File: src/rtl/queue_pkg.sv
// Shared types and defaults for the word queue.
// Optional overflow flag: define WORD_QUEUE_OVERFLOW_EN.
package queue_pkg;

  localparam int WIDTH_DEF = 8;
  localparam int DEPTH_DEF = 8;

  typedef logic [WIDTH_DEF-1:0]         word_t;
  typedef logic [$clog2(DEPTH_DEF)-1:0] ptr_t;
  typedef logic [$clog2(DEPTH_DEF):0]   len_t;

endpackage

File: src/rtl/queue_mem.sv
// DEPTH x WIDTH register file for the word queue.
// One synchronous write port, one asynchronous read port.
module queue_mem #(
  parameter int WIDTH = 8,
  parameter int DEPTH = 8
) (
  input  logic                     clk,
  input  logic                     i_we,
  input  logic [$clog2(DEPTH)-1:0] i_waddr,
  input  logic [WIDTH-1:0]         i_wdata,
  input  logic [$clog2(DEPTH)-1:0] i_raddr,
  output logic [WIDTH-1:0]         o_rdata
);

  logic [WIDTH-1:0] r_mem [DEPTH];

  // Storage is deliberately left out of reset.
  always_ff @(posedge clk) begin
    if (i_we) begin
      r_mem[i_waddr] <= i_wdata;
    end
  end

  assign o_rdata = r_mem[i_raddr];

endmodule

File: src/rtl/word_queue.sv
// Circular FIFO of deserialized words with occupancy flags.
// Define WORD_QUEUE_OVERFLOW_EN to add the sticky overflow_out port.
module word_queue
  import queue_pkg::*;
#(
  parameter int WIDTH = WIDTH_DEF,
  parameter int DEPTH = DEPTH_DEF
) (
  input  logic                     clock_10KHz,
  input  logic                     rst,
  input  logic [WIDTH-1:0]         data_in,
  input  logic                     enqueue_in,
  input  logic                     dequeue_in,
  output logic [WIDTH-1:0]         data_out,
  output logic [$clog2(DEPTH):0]   len_out,
`ifdef WORD_QUEUE_OVERFLOW_EN
  output logic                     overflow_out,
`endif
  output logic                     full_out,
  output logic                     empty_out
);

  localparam int PW = $clog2(DEPTH);
  localparam int LW = PW + 1;
  localparam logic [LW-1:0] LEN_FULL = LW'(DEPTH);

  logic [PW-1:0]    r_wr_ptr;
  logic [PW-1:0]    r_rd_ptr;
  logic [LW-1:0]    r_len;
  logic [WIDTH-1:0] r_dout;
  logic [WIDTH-1:0] w_rdata;
  logic             w_full;
  logic             w_empty;
  logic             w_enq_ok;
  logic             w_deq_ok;

  assign w_full  = (r_len == LEN_FULL);
  assign w_empty = (r_len == '0);

  // A pop frees a slot on the same edge, so a full queue still takes a push.
  assign w_deq_ok = dequeue_in && !w_empty;
  assign w_enq_ok = enqueue_in && (!w_full || w_deq_ok);

  queue_mem #(
    .WIDTH (WIDTH),
    .DEPTH (DEPTH)
  ) u_mem (
    .clk     (clock_10KHz),
    .i_we    (w_enq_ok),
    .i_waddr (r_wr_ptr),
    .i_wdata (data_in),
    .i_raddr (r_rd_ptr),
    .o_rdata (w_rdata)
  );

  always_ff @(posedge clock_10KHz or posedge rst) begin
    if (rst) begin
      r_wr_ptr <= '0;
      r_rd_ptr <= '0;
      r_len    <= '0;
      r_dout   <= '0;
    end else begin
      if (w_enq_ok) begin
        r_wr_ptr <= r_wr_ptr + 1'b1;
      end
      if (w_deq_ok) begin
        r_rd_ptr <= r_rd_ptr + 1'b1;
        r_dout   <= w_rdata;
      end
      unique case ({w_enq_ok, w_deq_ok})
        2'b10:   r_len <= r_len + 1'b1;
        2'b01:   r_len <= r_len - 1'b1;
        default: r_len <= r_len;
      endcase
    end
  end

`ifdef WORD_QUEUE_OVERFLOW_EN
  logic r_overflow;

  always_ff @(posedge clock_10KHz or posedge rst) begin
    if (rst) begin
      r_overflow <= 1'b0;
    end else if (enqueue_in && w_full && !dequeue_in) begin
      r_overflow <= 1'b1;
    end
  end

  assign overflow_out = r_overflow;
`endif

  assign data_out  = r_dout;
  assign len_out   = r_len;
  assign full_out  = w_full;
  assign empty_out = w_empty;

endmodule

File: config.mk
export PLATFORM = sky130hd
export DESIGN_NAME = word_queue
export DESIGN_NICKNAME = d
export VERILOG_FILES = /design/src/rtl/queue_pkg.sv /design/src/rtl/queue_mem.sv /design/src/rtl/word_queue.sv
export SDC_FILE = /design/constraint.sdc
export NUM_CORES = 1
export LEC_CHECK = 0
export CORE_MARGIN = 1.5
export CORE_UTILIZATION = 40
export DETAILED_ROUTE_END_ITERATION = 7
export GPL_ROUTABILITY_DRIVEN = 0
export GPL_TIMING_DRIVEN = 0
export PLACE_DENSITY_LB_ADDON = 0.25
export SYNTH_ARGS = -nofsm -noshare
export SYNTH_HDL_FRONTEND = slang
export SYNTH_HIERARCHICAL = 1
export SYNTH_SLANG_ARGS = --single-unit
File: constraint.sdc
create_clock -name clock_10KHz -period 2.7 [get_ports clock_10KHz]
set_input_delay 0.405 -clock clock_10KHz [delete_from_list [all_inputs] [get_ports clock_10KHz]]
set_output_delay 0.405 -clock clock_10KHz [all_outputs]
set_load 0.05 [all_outputs]
==> Word-level counts from Yosys, hierarchy flattened <==
Memories as Yosys holds them, arrays and structs flattened. A register that Yosys moved wholly into a read port is not among the register bits.
Index checks and enable logic that the tools add are counted.
{ "word_totals": {"ram_bits": 64, "output_inout_bits": 14, "word_cells": 21, "n_memories": 1, "regBits": 10} }
{ "op_classes": {"muxes": 3, "add_sub_neg": 4, "eq_ne": 3, "reduce_logical": 7} }
{ "memory_table": {"columns": ["memory", "words", "word_bits", "rd", "rd_ports_with_merged_regs", "write_ports", "line", "rtl"], "rows": [
  ["u_mem.r_mem", 8, 8, 1, 1, 1, "queue_mem.sv:15", "logic [WIDTH-1:0] r_mem [DEPTH];"]
]} }
{ "ops": {"columns": ["op", "count"], "rows": [
  ["4-bit case mux with 2 select lines", 1],
  ["3-bit by 1-bit adder with 3-bit output (second input constant)", 2],
  ["4-bit by 1-bit adder with 4-bit output (second input constant)", 1],
  ["4-bit == test (second input constant)", 1],
  ["4-bit logical NOT", 1],
  ["4-bit by 1-bit subtractor with 4-bit output (second input constant)", 1],
  ["2-bit by 1-bit == test with 1-bit output (second input constant)", 1],
  ["2-bit == test (second input constant)", 1],
  ["1-bit logical AND", 2],
  ["1-bit logical NOT", 2],
  ["1-bit two-way mux", 2],
  ["2-bit nonzero test", 1],
  ["1-bit logical OR", 1]
]} }

==> Longest topological paths before layout <==
{ "depth": {"word_depth": 7, "depth_mapped": 8, "mapped_depth_nobuf": 7} }

==> By module <==
The synthesis kept the hierarchy.
{ "by_module_without_submodules": {"columns": ["module", "cells_each", "n_inst", "seq_area_each_um2", "area_per_inst_um2"], "rows": [
  ["queue_mem", 106, 1, 1921.8, 2531.2],
  ["word_queue", 90, 1, 450.4, 909.6]
]} }

==> Worst setup path after synthesis <==
OpenSTA, ideal clock, no wires.
{ "synth_path": {"path_kind": "reg2reg", "start": "reg r_len[0], in the netlist len_out[0]", "end": "reg r_len[3], in the netlist len_out[3]", "t_arrival_ns": 2.845, "setup_ns": 0.134, "t_required_ns": 2.566, "n_path_buf": 0, "path_stages_with_launch": 8, "slack_ns": -0.278, "cell_sequence": "dfrtp_1 or4b_4 o21ai_4 ha_1 ha_1 or4b_2 o311ai_0 o211ai_1"} }
{ "synth_via": {"elab_chain_cells": 7, "elab_cells_between_ends": 13, "cone_classes": "add/sub: 2; eq/ne: 3; mux: 1; reduce/logical: 7"} }
{ "synth_lines": {"columns": ["element", "line", "rtl"], "rows": [
  ["from (decl)", "word_queue.sv:29", "logic [LW-1:0] r_len;"],
  ["from (signal assigned)", "word_queue.sv:71", "2'b10: r_len <= r_len + 1'b1;"],
  ["from (signal assigned)", "word_queue.sv:72", "2'b01: r_len <= r_len - 1'b1;"],
  ["from (signal assigned)", "word_queue.sv:73", "default: r_len <= r_len;"],
  ["4-bit logical NOT", "word_queue.sv:38", "assign w_empty = (r_len == '0);"],
  ["1-bit logical NOT", "word_queue.sv:41", "assign w_deq_ok = dequeue_in && !w_empty;"],
  ["1-bit logical AND", "word_queue.sv:41", null],
  ["1-bit logical OR", "word_queue.sv:42", "assign w_enq_ok = enqueue_in && (!w_full || w_deq_ok);"],
  ["1-bit logical AND", "word_queue.sv:42", null],
  ["2-bit by 1-bit == test with 1-bit output / 2-bit == test (equally long branches)", "word_queue.sv:70", "unique case ({w_enq_ok, w_deq_ok})"],
  ["4-bit case mux with 2 select lines / 2-bit nonzero test (equally long branches)", null, null]
]} }
Parallel ways exist; a longest one is shown, timed or not.
A chain may end at the register's enable or synchronous reset.

==> Worst setup path in the final report <==
{ "layout_path": {"start": "reg r_len[2], in the netlist len_out[2]", "end": "reg r_len[3], in the netlist len_out[3]"} }
Same word-level chain as after synthesis.

==> metrics <==
clock period minus worst slack 2537 ps; cell area power density 1110 nW/um^2; share of cells above drive strength 1 0.1933; H-tree Lvls 3; height of the die about 96 um; Peak supply drop 0.0004639 V; grt total ovfl 0; Synth Area in Simple Gates 0.06618; drt pass-1 iters 4; largest family of logic cells by synthesized area multiplexers; FMAX 394.1 MHz; Synth Area in Compound Gates 0.02182; core area 8258 sq um; Sum Neg Setup Slack 0 ps; Area Overhead vs Synth 19.67%; Slew Limit Fails 0; max-cap violations 0; worst setup path class reg -> reg; worst-case reg-to-reg path depth 7; first-pass GRT wire length 9232 um; clk_skew 9.459 ps; Skew-Pair Late Insertion Delay 350 ps; reg-to-reg slack, setup 160 ps; Syn Area/Cell 17.56 sq um; Synth Flop Type edfxtp_1; clk sinks 82; port bufs 25; crit path cell chain or4b_4, o21ai_4, ha_4, ha_4, or4b_4, o311ai_1, o211ai_1; Util after Layout 0.4986; CP required approximately 2900 ps; Hold Vio Cnt, Final 0; Fin Hold WS 462.1 ps; adder-cell share of the synthesized area 0.02400; num rows 33; fillcell total just under 700; Yosys cell types 34; Critical path buffers and inverters 0; CP arrival 2760 ps; most frequent cells in the layout edfxtp_1, nand2_1, clkdlybuf4s50_1, mux4_1, dfrtp_1; drt initial violations 93; Starting Density 0.4167; WL final between 5000 and 6000 um; CTS tree yes; hold crit path type in -> async; Num CTS Buffers 9; Setup crit end len_out[3]$_DFFE_PP0P_; post-DP HPWL between 3000 and 4000 um; initial antenna violation count 0; clock-pin transition on the worst setup and hold timing paths 90 ps; CTS max path bufs 2; # hold bufs at CTS 0; Syn Nets 214; Netlist Area Pre-Place 3441 sq um; Syn. warnings 6; largest net degree at the start of global routing 19; mux share of post-synthesis cell area 0.1578; outcome finished clean; DRC errors left 0; Seq cells post-synth 82; slowest cell delay on critical path approximately 590 ps; Die Area between 9000 and 10000 sq um; CP Launch Type flop; Reg-to-Reg Start len_out[2]$_DFFE_PP0P_; CTS root buffer clkbuf_8; Worst path depth 7; Mapped Cells 196; Max FO, Critical Path 9; slew at the pin with the worst max-slew slack 991.9 ps; most common cell after layout, fill and taps aside edfxtp_1; Final period util 0.9397; final setup fails 0; I/O Pins 26; worst r2r dst len_out[3]$_DFFE_PP0P_; Synth async-reset ratio 0.2195; crit end category flop; ANT cells 0; Critical Path Source len_out[2]$_DFFE_PP0P_; vias in the first global route 1697; Vias/cell 5.017; Slew HR 0.3363; post-synthesis sequential area ratio 0.6895; remaining antenna violation count 0; CP max stage cell or4b_4; Post-Synth XOR/XNOR Area 0.01527; cell family with most CP delay simple AND/OR/NAND/NOR gates; Avg WL per Cell 17.41 um; Post-synth EDFFs 64; RSZ-0062 raised after global routing no; Final #Nets 251; leakage approximately 1.5 nW; Global Route Usage Sum 0.1453; die width between 90 and 100 um; via count 1721
==> power breakdown <==
group / total, mW / switching [mW] / internal, mW
clock: 0.973 / 0.444 / 0.528
combinational: 1.76 / 0.984 / 0.780
sequential: 1.83 / 0.176 / 1.66
==> synth_stat cells (2+ instances only) <==
master / instances / share of area
clkbuf_1: 2 / 0.0022
a21oi_1: 2 / 0.0029
buf_2: 3 / 0.0044
edfxtp_1: 64 / 0.56
ha_1: 5 / 0.018
xnor2_1: 5 / 0.013
nand2b_1: 3 / 0.0055
o211ai_1: 2 / 0.0044
nand2_1: 31 / 0.034
mux2_2: 9 / 0.029
nor3_1: 2 / 0.0029
nor2_1: 7 / 0.0076
dfrtp_1: 18 / 0.13
mux4_1: 15 / 0.11
inv_1: 8 / 0.0087
nor3b_1: 2 / 0.0044
==> metrics by stage <==
stage / instance area (sq um) / setup WS [ps] / power, mW / instances
finish: 4118 / 162.8 / 4.571 / 343
detailed placement: 3872 / -272.2 / 3.629 / 326
CTS: 4104 / 3.418 / 4.625 / 342
floorplan: 3481 / 104.8 / 3.109 / 196
global placement: 3862 / -263.1 / 3.605 / 326
global route: 4118 / 57.86 / 4.833 / 343
==> layout make-up <==
cell class / instances / area, sq um / area share
tap: 105 / 131.4 / 0.03191
timing repair buffer: 27 / 267.8 / 0.06503
clock inverter: 7 / 100.1 / 0.02431
buffer: 7 / 60.06 / 0.01459
inverter: 8 / 30.03 / 0.007293
sequential: 82 / 2377 / 0.5773
multi-input combinational: 98 / 1027 / 0.2495
clock buffer: 9 / 123.9 / 0.03008
==> worst min-delay path by stage <==
stage / to / cells after the start / startpoint / slack [ps]
2_1_floorplan: data_out[0]$_DFFE_PP0P_ / 1 / rst / 340
3_3_place_gp: data_out[7]$_DFFE_PP0P_ / 2 / data_out[7]$_DFFE_PP0P_ / 460
3_5_place_dp: data_out[1]$_DFFE_PP0P_ / 2 / data_out[1]$_DFFE_PP0P_ / 460
4_1_cts: data_out[0]$_DFFE_PP0P_ / 2 / rst / 480
5_1_grt: data_out[0]$_DFFE_PP0P_ / 2 / data_out[0]$_DFFE_PP0P_ / 500
6_report: r_rd_ptr[2]$_DFFE_PP0P_ / 2 / rst / 460
==> cells by family after synthesis <==
kind of cell	Yosys count
DFF	82
and+or+nand+nor	50
muxes	27
buffers and inverters	16
AOI/OAI and AO/OA	9
xor gates and xnor gates	6
adders and majority gates	6
==> metal layers <==
layer	part of all wire	wire length, um	global-route usage
met2	0.47	2807	0.2242
met5	0	0	0
met1	0.48	2881	0.1980
met4	0.0082	49	0.04044
met3	0.039	232	0.04739
==> what timing repair did <==
action	in CTS	in global routing
gates resized for setup	1	1
setup endpoints to repair	1	2
setup buffers	0	2
pin swaps	0	1
==> state kept, by name, summed over array words and instances (netlist names) <==
signal and cells:
data_out 8, r_wr_ptr 3, len_out 4, r_rd_ptr 3
u_mem/r_mem 64
Power figures use the tool's default switching activity.
